## config.mk

```make
export PLATFORM = sky130hd
export DESIGN_NAME = e203_ifu_mt_predec_buf
export DESIGN_NICKNAME = d
export VERILOG_FILES = /design/src/rtl/e203_ifu_mt_pkg.sv /design/src/rtl/e203_ifu_mt_predec.sv /design/src/rtl/e203_ifu_mt_predec_buf.sv
export SDC_FILE = /design/constraint.sdc
export NUM_CORES = 1
export LEC_CHECK = 0
export ABC_AREA = 1
export BUFFER_PORTS_ARGS = -buffer_cell sky130_fd_sc_hd__buf_2
export CELL_PAD_IN_SITES_DETAIL_PLACEMENT = 2
export CELL_PAD_IN_SITES_GLOBAL_PLACEMENT = 2
export CORE_MARGIN = 1
export CORE_UTILIZATION = 42
export CTS_CLUSTER_SIZE = 8
export DETAILED_ROUTE_END_ITERATION = 6
export GPL_TIMING_DRIVEN = 0
export HOLD_SLACK_MARGIN = 0.06
export PLACE_DENSITY_LB_ADDON = 0.1
export SLEW_MARGIN = 20
export SYNTH_ARGS = -nofsm -noshare
export SYNTH_HDL_FRONTEND = slang
export SYNTH_SLANG_ARGS = --single-unit
```

## constraint.sdc

```tcl
create_clock -name clk -period 18.15 [get_ports clk]
set_input_delay 3.63 -clock clk [delete_from_list [all_inputs] [get_ports clk]]
set_output_delay 3.63 -clock clk [all_outputs]
set_load 0.03 [all_outputs]
```

## src/rtl/e203_ifu_mt_pkg.sv

```systemverilog
// Shared definitions for the multi-thread IFU pre-decode path: opcodes, TTIO codes and
// the packed decoded-entry layout.
package e203_ifu_mt_pkg;

  localparam logic [6:0] OPC_JAL     = 7'b1101111;
  localparam logic [6:0] OPC_JALR    = 7'b1100111;
  localparam logic [6:0] OPC_BRANCH  = 7'b1100011;
  localparam logic [6:0] OPC_CUSTOM0 = 7'b0001011;

  localparam logic [2:0] F3_TTIAT = 3'b000;
  localparam logic [2:0] F3_TTOAT = 3'b001;

  typedef struct packed {
    logic       rv32;
    logic       bjp;
    logic       jal;
    logic       jalr;
    logic       bxx;
    logic       rs1en;
    logic       rs2en;
    logic [4:0] rs1idx;
    logic [4:0] rs2idx;
    logic       prdt_taken;
    logic       ttiat;
    logic       ttoat;
  } dec_t;

  localparam int unsigned DEC_W = $bits(dec_t);

endpackage

```

## src/rtl/e203_ifu_mt_predec.sv

```systemverilog
// Combinational mini-decoder: one fetched instruction (RV32 or RVC) to a decoded entry plus
// its sign-extended branch/jump offset.
module e203_ifu_mt_predec
  import e203_ifu_mt_pkg::*;
#(
  parameter int unsigned XLEN = 32
) (
  input  logic [31:0]     instr,
  output dec_t            dec,
  output logic [XLEN-1:0] imm
);

  logic [31:0] imm32;
  logic [6:0]  opc;
  logic [2:0]  f3;
  logic [2:0]  cf3;

  always_comb begin
    dec   = '0;
    imm32 = '0;
    opc   = instr[6:0];
    f3    = instr[14:12];
    cf3   = instr[15:13];
    if (instr[1:0] == 2'b11) begin
      dec.rv32   = 1'b1;
      dec.rs1idx = instr[19:15];
      dec.rs2idx = instr[24:20];
      case (opc)
        OPC_JAL: begin
          dec.jal = 1'b1;
          imm32   = {{11{instr[31]}}, instr[31], instr[19:12], instr[20], instr[30:21], 1'b0};
        end
        OPC_JALR: begin
          dec.jalr  = 1'b1;
          dec.rs1en = 1'b1;
          imm32     = {{20{instr[31]}}, instr[31:20]};
        end
        OPC_BRANCH: begin
          dec.bxx   = 1'b1;
          dec.rs1en = 1'b1;
          dec.rs2en = 1'b1;
          imm32     = {{19{instr[31]}}, instr[31], instr[7], instr[30:25], instr[11:8], 1'b0};
        end
        OPC_CUSTOM0: begin
          if (f3 == F3_TTIAT) begin
            dec.ttiat = 1'b1;
            dec.rs1en = 1'b1;
          end else if (f3 == F3_TTOAT) begin
            dec.ttoat = 1'b1;
            dec.rs1en = 1'b1;
          end
        end
        default: ;
      endcase
    end else if (instr[1:0] == 2'b01) begin
      if (cf3 == 3'b101 || cf3 == 3'b001) begin
        dec.jal = 1'b1;
        imm32   = {{20{instr[12]}}, instr[12], instr[8], instr[10:9], instr[6], instr[7],
                   instr[2], instr[11], instr[5:3], 1'b0};
      end else if (cf3 == 3'b110 || cf3 == 3'b111) begin
        dec.bxx    = 1'b1;
        dec.rs1en  = 1'b1;
        dec.rs1idx = {2'b01, instr[9:7]};
        imm32      = {{23{instr[12]}}, instr[12], instr[6:5], instr[2], instr[11:10],
                      instr[4:3], 1'b0};
      end
    end else if (instr[1:0] == 2'b10 && cf3 == 3'b100 && instr[6:2] == 5'd0 &&
                 instr[11:7] != 5'd0) begin
      // C.JR / C.JALR: target is rs1 with zero offset
      dec.jalr   = 1'b1;
      dec.rs1en  = 1'b1;
      dec.rs1idx = instr[11:7];
    end
    dec.bjp = dec.jal | dec.jalr | dec.bxx;
    for (int i = 0; i < int'(XLEN); i++) begin
      imm[i] = (i < 32) ? imm32[i] : imm32[31];
    end
    // Static backward-taken: jumps always, branches when the offset is negative
    dec.prdt_taken = dec.jal | dec.jalr | (dec.bxx & imm32[31]);
  end

endmodule

```

## src/rtl/e203_ifu_mt_predec_buf.sv

```systemverilog
// Multi-thread pre-decode buffer: per-thread FIFOs of decoded entries behind a locking
// round-robin arbiter, with per-thread flush.
module e203_ifu_mt_predec_buf
  import e203_ifu_mt_pkg::*;
#(
  parameter int unsigned NTHREADS = 4,
  parameter int unsigned DEPTH    = 2,
  parameter int unsigned PC_SIZE  = 32,
  parameter int unsigned XLEN     = 32,
  localparam int unsigned TID_W   = $clog2(NTHREADS),
  localparam int unsigned CNT_W   = $clog2(DEPTH) + 1
) (
  input  logic                      clk,
  input  logic                      rst_n,
  input  logic                      i_valid,
  output logic                      i_ready,
  input  logic [31:0]               i_instr,
  input  logic [PC_SIZE-1:0]        i_pc,
  input  logic [TID_W-1:0]          i_tid,
  input  logic [NTHREADS-1:0]       flush,
  output logic                      o_valid,
  input  logic                      o_ready,
  output logic [TID_W-1:0]          o_tid,
  output logic [PC_SIZE-1:0]        o_pc,
  output logic [31:0]               o_instr,
  output logic                      o_rv32,
  output logic                      o_bjp,
  output logic                      o_jal,
  output logic                      o_jalr,
  output logic                      o_bxx,
  output logic                      o_rs1en,
  output logic                      o_rs2en,
  output logic [4:0]                o_rs1idx,
  output logic [4:0]                o_rs2idx,
  output logic [XLEN-1:0]           o_bjp_imm,
  output logic                      o_prdt_taken,
  output logic                      o_ttiat,
  output logic                      o_ttoat,
  output logic [NTHREADS*CNT_W-1:0] o_cnt
);

  localparam int unsigned AW    = $clog2(DEPTH);
  localparam int unsigned ENT_W = PC_SIZE + 32 + DEC_W + XLEN;

  logic [CNT_W-1:0] cnt_q  [NTHREADS];
  logic [CNT_W-1:0] cnt_d  [NTHREADS];
  logic [AW-1:0]    wptr_q [NTHREADS];
  logic [AW-1:0]    wptr_d [NTHREADS];
  logic [AW-1:0]    rptr_q [NTHREADS];
  logic [AW-1:0]    rptr_d [NTHREADS];
  logic [ENT_W-1:0] mem_q  [NTHREADS][DEPTH];

  logic [TID_W-1:0]    last_q, last_d;
  logic                lock_q, lock_d;
  logic [TID_W-1:0]    lock_tid_q, lock_tid_d;
  logic [NTHREADS-1:0] avail;
  logic                gnt_valid;
  logic [TID_W-1:0]    gnt;
  int unsigned         idx;
  logic                push, pop;

  dec_t             in_dec, out_dec;
  logic [XLEN-1:0]  in_imm;
  logic [ENT_W-1:0] in_ent, out_ent;

  e203_ifu_mt_predec #(
    .XLEN(XLEN)
  ) u_predec (
    .instr(i_instr),
    .dec  (in_dec),
    .imm  (in_imm)
  );

  assign in_ent = {i_pc, i_instr, in_dec, in_imm};

  always_comb begin
    i_ready = 1'b0;
    if (32'(i_tid) < NTHREADS) begin
      i_ready = (cnt_q[i_tid] != CNT_W'(DEPTH)) & ~flush[i_tid];
    end
  end

  assign push = i_valid & i_ready;

  // Flushed threads drop out of arbitration in the flush cycle itself
  always_comb begin
    for (int t = 0; t < int'(NTHREADS); t++) begin
      avail[t] = (cnt_q[t] != '0) & ~flush[t];
    end
  end

  always_comb begin
    gnt_valid = 1'b0;
    gnt       = '0;
    idx       = 0;
    if (lock_q && avail[lock_tid_q]) begin
      gnt_valid = 1'b1;
      gnt       = lock_tid_q;
    end else begin
      for (int unsigned i = 1; i <= NTHREADS; i++) begin
        idx = (32'(last_q) + i) % NTHREADS;
        if (!gnt_valid && avail[TID_W'(idx)]) begin
          gnt_valid = 1'b1;
          gnt       = TID_W'(idx);
        end
      end
    end
  end

  assign pop = gnt_valid & o_ready;

  always_comb begin
    lock_d     = 1'b0;
    lock_tid_d = lock_tid_q;
    last_d     = last_q;
    if (gnt_valid && !o_ready) begin
      lock_d     = 1'b1;
      lock_tid_d = gnt;
    end
    if (pop) begin
      last_d = gnt;
    end
  end

  always_comb begin
    for (int t = 0; t < int'(NTHREADS); t++) begin
      logic push_t, pop_t;
      push_t = push && (i_tid == TID_W'(t));
      pop_t  = pop && (gnt == TID_W'(t));
      if (flush[t]) begin
        cnt_d[t]  = '0;
        wptr_d[t] = '0;
        rptr_d[t] = '0;
      end else begin
        cnt_d[t]  = cnt_q[t] + CNT_W'(push_t) - CNT_W'(pop_t);
        wptr_d[t] = wptr_q[t] + AW'(push_t);
        rptr_d[t] = rptr_q[t] + AW'(pop_t);
      end
    end
  end

  always_ff @(posedge clk or negedge rst_n) begin
    if (!rst_n) begin
      for (int t = 0; t < int'(NTHREADS); t++) begin
        cnt_q[t]  <= '0;
        wptr_q[t] <= '0;
        rptr_q[t] <= '0;
      end
      last_q     <= '0;
      lock_q     <= 1'b0;
      lock_tid_q <= '0;
    end else begin
      for (int t = 0; t < int'(NTHREADS); t++) begin
        cnt_q[t]  <= cnt_d[t];
        wptr_q[t] <= wptr_d[t];
        rptr_q[t] <= rptr_d[t];
      end
      last_q     <= last_d;
      lock_q     <= lock_d;
      lock_tid_q <= lock_tid_d;
    end
  end

  always_ff @(posedge clk) begin
    if (push) begin
      mem_q[i_tid][wptr_q[i_tid]] <= in_ent;
    end
  end

  assign out_ent = gnt_valid ? mem_q[gnt][rptr_q[gnt]] : '0;
  assign {o_pc, o_instr, out_dec, o_bjp_imm} = out_ent;

  assign o_valid      = gnt_valid;
  assign o_tid        = gnt;
  assign o_rv32       = out_dec.rv32;
  assign o_bjp        = out_dec.bjp;
  assign o_jal        = out_dec.jal;
  assign o_jalr       = out_dec.jalr;
  assign o_bxx        = out_dec.bxx;
  assign o_rs1en      = out_dec.rs1en;
  assign o_rs2en      = out_dec.rs2en;
  assign o_rs1idx     = out_dec.rs1idx;
  assign o_rs2idx     = out_dec.rs2idx;
  assign o_prdt_taken = out_dec.prdt_taken;
  assign o_ttiat      = out_dec.ttiat;
  assign o_ttoat      = out_dec.ttoat;

  always_comb begin
    o_cnt = '0;
    for (int t = 0; t < int'(NTHREADS); t++) begin
      o_cnt[t*CNT_W +: CNT_W] = cnt_q[t];
    end
  end

endmodule

```

==> summary.md <==
| Metric | Value |
|---|---|
| GR Util All Layers | 30.28% |
| Synth cell types | 37 |
| Clock sink count | 861 |
| Setup violators final | 0 |
| Setup crit start kind | input pin |
| CP cell instances | buf_2 -> inv_1 -> nand2_1 -> o211ai_1 -> nand3_1 -> o21ai_1 -> nor2_1 -> nor2_2 -> nand3_1 -> nand2_1 -> buf_2 -> buf_2 -> nor2_1 -> nor2_1 -> buf_4 -> buf_2 |
| DR vias | 28852 |
| Inst Count DP | 4921 |
| Slew HR | 15.01% |
| Final TNS setup | 0 ns |
| Via/cell ratio | 5.703 |
| CORE AREA | 0.08892 mm^2 |
| Post-Layout Cell Count | 5059 |
| Largest net degree at the start of global routing | 27 |
| DRT Pass-1 Iters | 5 |
| Dpl hpwl | 93530 um |
| Vias in the first global route | 32525 |
| # H-tree levels | 3 |
| Routed WL | 137800 um |
| Number of port buffers | 201 |
| Ratio of cells with drive above 1 in the final layout | 13.62% |
| Post-CTS Setup Bufs | 0 |
| P_leak | 18.09 nW |
| Fin area | 0.04454 mm^2 |
| Gates resized, CTS repair | 0 |
| Sequential fraction of the synthesis area | 67.83% |
| Critical Path Most Common Cell | buf_2 |
| Setup crit end kind | output pin |
| Share of Yosys cell area claimed by the top area cell type | 66.44% |
| Grt total ovfl | 0 |
| Final Cycle Share | 62.72% |
| Insertion delay of the later-clocked pin in the worst-skew pair | 0.69 ns |
| Initial Util | 42.69% |
| Max-cap violations | 0 |
| Clock transition at the registers of the reported paths | 0.06 ns |
| Peak Freq | 0.08784 GHz |
| Iter 0 DRT Violations | 2088 |
| Main area contributors after synthesis | edfxtp_1 (66%), nand2_1 (8.9%), nand3_1 (8.7%) |
| Slowest cell on crit path | buf_2 |
| PwrDens | 184.9 mW/mm^2 |
| Required time of the critical path | 14.52 ns |
| Final hold vios | 0 |
| Max FO, Critical Path | 12 |
| First-pass GRT wire length | 204800 um |
| Total CTS buffers | 117 |
| WL/cell | 27.23 um |
| CP peak stage delay | 0.66 ns |
| Unrepaired setup endpoints after global routing | false |
| Die footprint | 0.09160 mm^2 |
| Root buf cell | clkbuf_16 |
| FF+latch count, synth | 861 |
| Syn Nets | 3592 |
| Crit path arrival time | 7.75 ns |
| Antenna Violating Nets Remaining | 0 |
| Hold/Removal Path Class | reg -> reg |
| Average cell area after synthesis | 10.82 um^2 |
| CTS tree | done |
| Hold_buf cts | 0 |
| Number of top-level pins | 202 |
| Slew Viols, Final | 0 |
| Initial antenna violation count | 7 |
| Period minus WS final | 11.38 ns |
| Final routed DRC violation total | 0 |
| Synth Cell Area | 0.03796 mm^2 |
| GP Congestion | 0.8387 |
| Synth async-reset ratio | 2.439% |
| Post-route clock skew | 0.02313 ns |
| Status | completed |
| Worst hold slack | 0.5672 ns |
| Actual slew at the worst max-slew pin | 1.275 ns |
| Post-Synthesis Cells | 3510 |
| Primary FF master, synth | edfxtp_1 |
| Clock buffer depth | 3 |
| Synth warn | 0 |
| Post-synth EDFFs | 840 |
| Chip width | 302.7 um |
| Area delta synth->final | 17.33% |
| Yosys top cell by area | edfxtp_1 |
| Std-Cell Rows | 109 |
| Nets | 3957 |
| Worst IR Drop VDD | 112.1 uV |
| Placed Area | 0.04146 mm^2 |
| Die Height | 302.7 um |
| Kind of critical path | in -> out |
| Total power | 0.008235 W |
final cells by class:
cell class,instances,area (um^2)
fill,8929,44380
tap,1165,1458
buffer,233,1211
inverter,282,1059
timing repair buffer,246,1979
sequential,861,25750
clock inverter,4,46.29
multi-input combinational,2134,10010
antenna,3,7.507
clock buffer,131,3023
path summary, 6_finish.rpt:
path | end | slack [ns] | startpoint | cells after the start
hold reg to reg | lock_tid_q[1]$_DFFE_PN0P_ | 0.57 | lock_tid_q[1]$_DFFE_PN0P_ | 2
hold / removal | lock_tid_q[1]$_DFFE_PN0P_ | 0.57 | lock_tid_q[1]$_DFFE_PN0P_ | 2
min in group asynchronous | o_cnt[1]$_DFF_PN0_ | 2.92 | rst_n | 1
max in group asynchronous | last_q[0]$_DFFE_PN0P_ | 14.86 | rst_n | 1
setup / recovery | o_bjp_imm[29] | 6.77 | flush[2] | 16
setup reg to reg | o_cnt[7]$_DFF_PN0_ | 14.13 | o_cnt[2]$_DFF_PN0_ | 19
where the power goes:
part | internal, W | total [W] | switching [W]
Combinational | 0.00103 | 0.00402 | 0.00299
Clock | 0.00115 | 0.00197 | 0.000821
Sequential | 0.00223 | 0.00224 | 0.0000175
logic make-up (layout without fill, tap and decap cells):
family          Yosys count  after routing  synth area share [%]
compound gates           60             60                0.9690
xor+xnor                  9              9                0.2274
fa+ha+maj                 8              8                0.2637
buf+inv                 515            896                 5.965
flops                   861            861                 67.83
other cells               0              3                     0
simple gates           2057           2057                 24.75
stage by stage:
step / setup slack [ns] / util (%)
final: 6.766 / 50.09
after global routing: 6.477 / 50.08
after CTS: 6.780 / 50.08
after detailed placement: 6.783 / 46.63
after global placement: 4.066 / 45.46
after floorplan: 8.340 / -
layer usage:
metal / GRT usage, % / vias to the layer above / part of all wire, %
li1: - / 12694 / -
met5: 0 / - / 0.014
met1: 36.39 / 15054 / 40
met2: 55.11 / 808 / 52
met3: 3.358 / 292 / 4.1
met4: 12.32 / 4 / 3.9
worst max-delay path, delay by kind of cell:
kind / cells / cell delay, ns
buffers and inverters: 6 / 1.78
AND/OR/NAND/NOR: 8 / 1.93
AO/OA/AOI/OAI: 2 / 0.40
registers in the layout, indices dropped and copies added, names as in the netlist:
| signal | cells |
|---|---|
| last_q | 2 |
| lock_q | 1 |
| lock_tid_q | 2 |
| mem_q | 840 |
| o_cnt | 8 |
| rptr_q | 4 |
| wptr_q | 4 |
cell usage after synthesis, drive strengths merged, types with 3 or more instances:
| master | n |
|---|---|
| a21oi | 6 |
| nand3 | 663 |
| nor2 | 263 |
| xor2 | 4 |
| nand2 | 904 |
| ha | 8 |
| o21ai | 28 |
| nand3b | 210 |
| inv | 282 |
| dfrtp | 21 |
| o22ai | 8 |
| buf | 158 |
| clkbuf | 75 |
| xnor2 | 5 |
| o211ai | 9 |
| nor3b | 3 |
| o221ai | 6 |
| edfxtp | 840 |
| nand4 | 6 |
| nor3 | 4 |
placed cells by master (no fill, tap or decap), types with 3 or more instances in the layout:
cell type and n:
o22ai_1 8, nor2_4 8, buf_4 32, buf_16 12, diode_2 3, buf_2 292, nor3b_1 3, o221ai_1 6
edfxtp_1 840, clkbuf_2 4, inv_6 3, nand2_1 903, a21oi_1 6, nand3b_1 210, buf_1 22, nor3_1 4
o21ai_1 10, buf_6 15, nor2_2 3, nor2_1 252, xnor2_1 4, buf_12 31, ha_1 8, clkbuf_16 119
nand4_1 6, nand3_1 662, o211ai_1 9, dfrtp_1 21, clkbuf_1 83, inv_2 6, xor2_1 4, o21ai_0 17
inv_1 276
Power figures use the tool's default switching activity.
